===== src/rtl/vrf_write_arbiter.sv =====
// Write-port arbiter for the vector register file: round-robin between ALU and load unit,
// registered write stage, and a pending-write scoreboard. Optional conflict counter via VRF_ARB_PERF_EN.
module vrf_write_arbiter #(
  parameter int DATA_W = 128,
  parameter int ADDR_W = 5,
  parameter int CNT_W  = 16
) (
  input  logic                   clock,
  input  logic                   async_reset,
  input  logic [1:0]             req_valid,
  output logic [1:0]             req_ready,
  input  logic [ADDR_W-1:0]      req_addr_0,
  input  logic [ADDR_W-1:0]      req_addr_1,
  input  logic [DATA_W-1:0]      req_data_0,
  input  logic [DATA_W-1:0]      req_data_1,
  input  logic                   hold,
  output logic                   write_enable,
  output logic [ADDR_W-1:0]      write_addr,
  output logic [DATA_W-1:0]      write_data,
  input  logic                   reserve_valid,
  input  logic [ADDR_W-1:0]      reserve_addr,
  input  logic [ADDR_W-1:0]      check_addr_1,
  input  logic [ADDR_W-1:0]      check_addr_2,
  output logic                   hazard_1,
  output logic                   hazard_2,
  output logic [2**ADDR_W-1:0]   pending,
  output logic [CNT_W-1:0]       conflict_count
);

  localparam int NREG = 2**ADDR_W;

  logic              last_grant;
  logic [1:0]        xfer;
  logic              win;
  logic [ADDR_W-1:0] win_addr;
  logic [DATA_W-1:0] win_data;
  logic [NREG-1:0]   pend_q;
  logic [NREG-1:0]   pend_next;

  always_comb begin
    req_ready = 2'b00;
    if (!hold) begin
      case (req_valid)
        2'b01:   req_ready = 2'b01;
        2'b10:   req_ready = 2'b10;
        2'b11:   req_ready = last_grant ? 2'b01 : 2'b10;
        default: req_ready = 2'b00;
      endcase
    end
  end

  assign xfer     = req_valid & req_ready;
  assign win      = xfer[1];
  assign win_addr = win ? req_addr_1 : req_addr_0;
  assign win_data = win ? req_data_1 : req_data_0;

  // address 0 is accepted but never reaches the register file
  always_ff @(posedge clock or negedge async_reset) begin
    if (!async_reset) begin
      write_enable <= 1'b0;
      write_addr   <= '0;
      write_data   <= '0;
      last_grant   <= 1'b1;
    end else if (|xfer) begin
      write_enable <= (win_addr != '0);
      write_addr   <= win_addr;
      write_data   <= win_data;
      last_grant   <= win;
    end else begin
      write_enable <= 1'b0;
    end
  end

  // set after clear so a new reservation beats a retiring write to the same register
  always_comb begin
    pend_next = pend_q;
    if (write_enable) pend_next[write_addr] = 1'b0;
    if (reserve_valid && (reserve_addr != '0)) pend_next[reserve_addr] = 1'b1;
    pend_next[0] = 1'b0;
  end

  always_ff @(posedge clock or negedge async_reset) begin
    if (!async_reset) pend_q <= '0;
    else              pend_q <= pend_next;
  end

  assign pending  = pend_q;
  assign hazard_1 = pend_q[check_addr_1];
  assign hazard_2 = pend_q[check_addr_2];

`ifdef VRF_ARB_PERF_EN
  logic [CNT_W-1:0] cnt_q;
  logic             conflict;

  assign conflict = (req_valid == 2'b11) && !hold;

  always_ff @(posedge clock or negedge async_reset) begin
    if (!async_reset)                 cnt_q <= '0;
    else if (conflict && (cnt_q != '1)) cnt_q <= cnt_q + {{(CNT_W-1){1'b0}}, 1'b1};
  end

  assign conflict_count = cnt_q;
`else
  assign conflict_count = '0;
`endif

endmodule


===== config.mk =====
export PLATFORM = sky130hd
export DESIGN_NAME = vrf_write_arbiter
export DESIGN_NICKNAME = d
export VERILOG_FILES = /design/src/rtl/vrf_write_arbiter.sv
export SDC_FILE = /design/constraint.sdc
export NUM_CORES = 1
export LEC_CHECK = 0
export CAP_MARGIN = 0
export CORE_AREA = 8 8 176 178
export CTS_CLUSTER_DIAMETER = 80
export DETAILED_ROUTE_END_ITERATION = 7
export DIE_AREA = 0 0 184 186
export SLEW_MARGIN = 20
export SYNTH_ARGS = -nofsm -noshare
export SYNTH_HDL_FRONTEND = slang
export SYNTH_SLANG_ARGS = --single-unit

===== constraint.sdc =====
create_clock -name clock -period 3.2 [get_ports clock]
set_clock_uncertainty 0.2 [all_clocks]
set_input_delay 0.64 -clock clock [delete_from_list [all_inputs] [get_ports clock]]
set_output_delay 0.64 -clock clock [all_outputs]
set_load 0.02 [all_outputs]

# Word level (Yosys, flattened, before mapping)
# Index checks and enable logic that the tools add are counted.
# op_classes
magnitude_cmp,6
n_bitwise,4
muxes,16
shifts,0
n_eq_ne,3
n_reduce_logical,6
div,0
add_sub_neg,0
multipliers,0
# ops
op,n
$mux W128,1
$mux W32,2
$and A32 B32 Y32,1
$not A32 Y32,1
$or A32 B32 Y32,1
$lt A5 B6 Y1 const B,4
$bmux W1 S5,2
$demux W1 S5,2
$ge A5 B1 Y1 const B,2
$reduce_bool A5 Y1,2
$pmux W2 S3,1
$mux W1,5
$mux W5,1
$eq A2 B2 Y1 const B,2
$mux W2,2
$logic_and A1 B1 Y1,3
$and A2 B2 Y2,1
$eq A2 B1 Y1 const B,1
$reduce_or A2 Y1,1
# word_totals
output_inout_bits,186
ram_bits,0
memories,0
wordCells,40
regBits,166
latchBits,0
rom_bits,0
in_bits,287

# Logic depth before layout (Yosys ltp)
# Gate-level depths: netlist of run 1.
# logic_depth
word_depth,9
mapped_depth,7
depth_no_buf,4

# Worst setup path before layout of run 1
# Ideal clock, no wire load.
# synth_timing
kind,input to output
startpoint,input port check_addr_1[0]
endpoint,output port hazard_1
t_required_ns,2.360
arrival_ns,1.776
path_buffers,1
slack_ns,0.584
path_stages,5
path_cell_list,buf_2 > mux4_2 > nand2b_1 > o211ai_1 > nand4_1
# synth_between
elab_chain_len,2
# synth_lines
item,line,text
start: declaration,22,"input logic [ADDR_W-1:0] check_addr_1,"
$bmux W1 S5,88,assign hazard_1 = pend_q[check_addr_1];
$mux W1 (implied by the code),88,
end: declaration,24,"output logic hazard_1,"
# Every way passes these cells. The select of a mux whose other input is x is not followed.

# Worst setup path in the final report of run 1
# layout_timing
startpoint,input port check_addr_2[0]
endpoint,output port hazard_2
# layout_between
elab_chain_len,2
# layout_lines
item,line,text
start: declaration,23,"input logic [ADDR_W-1:0] check_addr_2,"
$bmux W1 S5,89,assign hazard_2 = pend_q[check_addr_2];
$mux W1 (implied by the code),89,
end: declaration,25,"output logic hazard_2,"
# Every way passes these cells. The select of a mux whose other input is x is not followed.

==> impl_metrics.tcl, run 1 <==
set metrics [dict create \
    gr-usage-met1_pct 21.1 \
    setup-tns-final_ns 0 \
    ir_drop_uv 293 \
    design.die.area_mm2 0.0342 \
    synth.avg_cell_area_um2 10.1 \
    met3_usage_pct 6.46 \
    antenna_found_initial 0 \
    synth_flop_cell "dfrtp_1" \
    cts.sink_count 166 \
    pin_count 473 \
    rsz0062_at_grt "no" \
    worstPathCellList "dlygate4sd2_1, mux4_2, nand2b_1, o2111ai_1, nand4_1, dlygate4sd2_1" \
    r2r_start "last_grant" \
    clockBufferDepth 2 \
    crit_type "in2out" \
    p_leak_nw 6.18 \
    initial_core_util_pct 29.0 \
    yosysTopAreaCell "dfrtp_1" \
    portBuffers 455 \
    r2r_cells 4 \
    via_count 7610 \
    crit_start "check_addr_2[0]" \
    post_cts_buffers 0 \
    clock.fmax_ghz 0.330 \
    yosysTopAreaCellShare_pct 50.5 \
    drt_first_pass_iters 5 \
    fp.dieH_um 186 \
    ys_seq_area_share_pct 50.8 \
    final_core_util_pct 48.6 \
    place_hpwl_um 25500 \
    power.density_mw_per_mm2 543 \
    drt-total-wl_um 31500 \
    clkTransAtPathRegs_ns 0.07 \
    clkLatencyLatePin_ns 0.41 \
    worstMarginPinSlew_ns 0.631 \
    cts_tree "done" \
    row_count 62 \
    dp_cells 1617 \
    grt.met2_usage_pct 30.3 \
    cts_buffers 17 \
    clock-root-buffer "clkbuf_16" \
    slowest_stage "mux4_2" \
    drive_gt1_share_pct 5.30 \
    reg2reg_setup_slack_ns 1.16 \
    worst_setup_path_end_kind "primary output" \
    min_path_type "in2async" \
    grt_overflow_total 0 \
    place_congestion 0.834 \
    syn_area_mm2 0.00818 \
    max_stage_delay_ns 0.53 \
    grt_max_degree 122 \
    cp.arrival_ns 2.19 \
    holdBufCountCts 0 \
    viasPerCell 4.62 \
    wl_per_cell_um 19.1 \
    final-hold-violation-count 0 \
    htree_levels 4 \
    drcViolationCount 0 \
    area_delta_synth_final_pct 67.5 \
    grt_pass1_wl_um 46700 \
    finalSetupViolations 0 \
    netlist_top_cells_area "dfrtp_1 50%, mux2i_1 18%, o21ai_1 8.9%" \
    synthDistinctLibCells 32 \
    yosysWarningCount 0 \
    nets 1539 \
    fin_worst_hold_slack_ns 0.0190 \
    min_period_over_period_pct 94.8 \
    r2r-end "write_data[74]" \
    required_ns 2.36 \
    crit_end "hazard_2" \
    final-max-slew-violation-count 0 \
    min_period_ns 3.03 \
    cp-start-kind "input pin" \
    relSlewSlack_pct 57.9 \
    crit_top_cell "dlygate4sd2_1" \
    p_total_mw 7.44 \
    ant_nets 0 \
    final_common_cell "clkdlybuf4s50_1" \
    max_cap_violations 0 \
    final_cell_mix "448 x clkdlybuf4s50_1, 165 x dfrtp_1, 151 x mux2i_1" \
    die_w_um 184 \
    drtIter0Drc 442 \
    ys_seq_elements 166 \
    final-instance-count-excl-fill 1647 \
    syn_inst 807 \
    grt_use_total_pct 17.7 \
    antenna_cells 0 \
    status "complete, no violations" \
    fp.coreArea_mm2 0.0282 \
    async_flop_share_pct 100 \
    grt-busiest-layer "met2" \
    cp_max_fo 4 \
    synth_edf_count 0 \
    grt_pass1_vias 7769 \
]
[area by class of cell]
| cell class | count | area, um2 |
|---|---|---|
| fillers | 2717 | 14500 |
| repair buffers | 480 | 4820 |
| well taps | 384 | 480 |
| clock buffers | 18 | 429 |
| inverters | 4 | 15.0 |
| clock inverters | 12 | 123 |
| multi-input cells | 583 | 3690 |
| flip-flops and latches | 166 | 4160 |
[kinds of logic after synthesis]
| logic type | Yosys count | share of synthesized area, % |
|---|---|---|
| AO/OA/AOI/OAI | 216 | 13.7 |
| AND/OR/NAND/NOR | 193 | 10.3 |
| flip-flops | 166 | 50.8 |
| multiplexers | 157 | 20.1 |
| buffers and inverters | 74 | 5.09 |
| other | 1 | 0.0458 |
[what timing repair did]
| item | in CTS | in global routing |
|---|---|---|
| pin swaps | 0 | 0 |
| setup endpoints to repair | 2 | 2 |
| resized for setup | 4 | 3 |
[Yosys cell counts, types with 3 or more instances]
cell type / count
dfrtp_1: 165
mux2i_1: 151
o21ai_1: 146
nand2_1: 140
o21ai_0: 50
buf_2: 30
clkbuf_1: 18
buf_4: 17
nand3_1: 12
nand3b_1: 10
nor2_1: 9
a21oi_1: 7
nand2b_1: 7
mux4_2: 6
buf_6: 5
a22oi_1: 4
nor2b_1: 4
or3b_1: 4
inv_1: 3
[worst max-delay path: cells and delay by family]
| family | cells | cell delay [ns] |
|---|---|---|
| AOI/OAI and AO/OA | 1 | 0.11 |
| buffers and inverters | 2 | 0.66 |
| muxes | 1 | 0.53 |
| and+or+nand+nor | 2 | 0.25 |
[sequential cells by signal, indices dropped and copies added (netlist names)]
name          flops
write_enable      1
last_grant        1
pending          31
write_data      128
write_addr        5
[through the flow]
step	instance area, um2	setup slack [ns]
4_1_cts	13700	0.0402
3_3_place_gp	13200	-0.390
5_1_grt	13700	0.0404
2_1_floorplan	8240	0.584
6_report	13700	0.166
3_5_place_dp	13200	-0.410
[per-layer routing]
metal | wire length (um) | up-vias
met5 | 0 | -
met2 | 15900 | 338
met3 | 3020 | 18
li1 | - | 3694
met1 | 12300 | 3560
met4 | 248 | 0
[report_power, final]
group	internal [mW]	total, mW	switching [mW]
Combinational	1.34	2.62	1.28
Clock	1.08	1.96	0.886
Sequential	2.48	2.86	0.377
[worst min path at each step]
stage,from,endpoint,slack (ns)
final,async_reset,write_data[82],0.02
after global routing,async_reset,write_data[82],0.05
after CTS,async_reset,write_data[82],0.04
after detailed placement,write_data[74],write_data[74],0.27
after global placement,write_data[19],write_data[19],0.27
after floorplan,async_reset,pending[10],0.14
Note: power is estimated with default switching activity, not from simulation.
==> run 2: changes to the inputs <==
Settings changed: CAP_MARGIN 0 to 20.
==> results of run 2 <==
Final layout, timing and power as in run 1 (identical DEF).
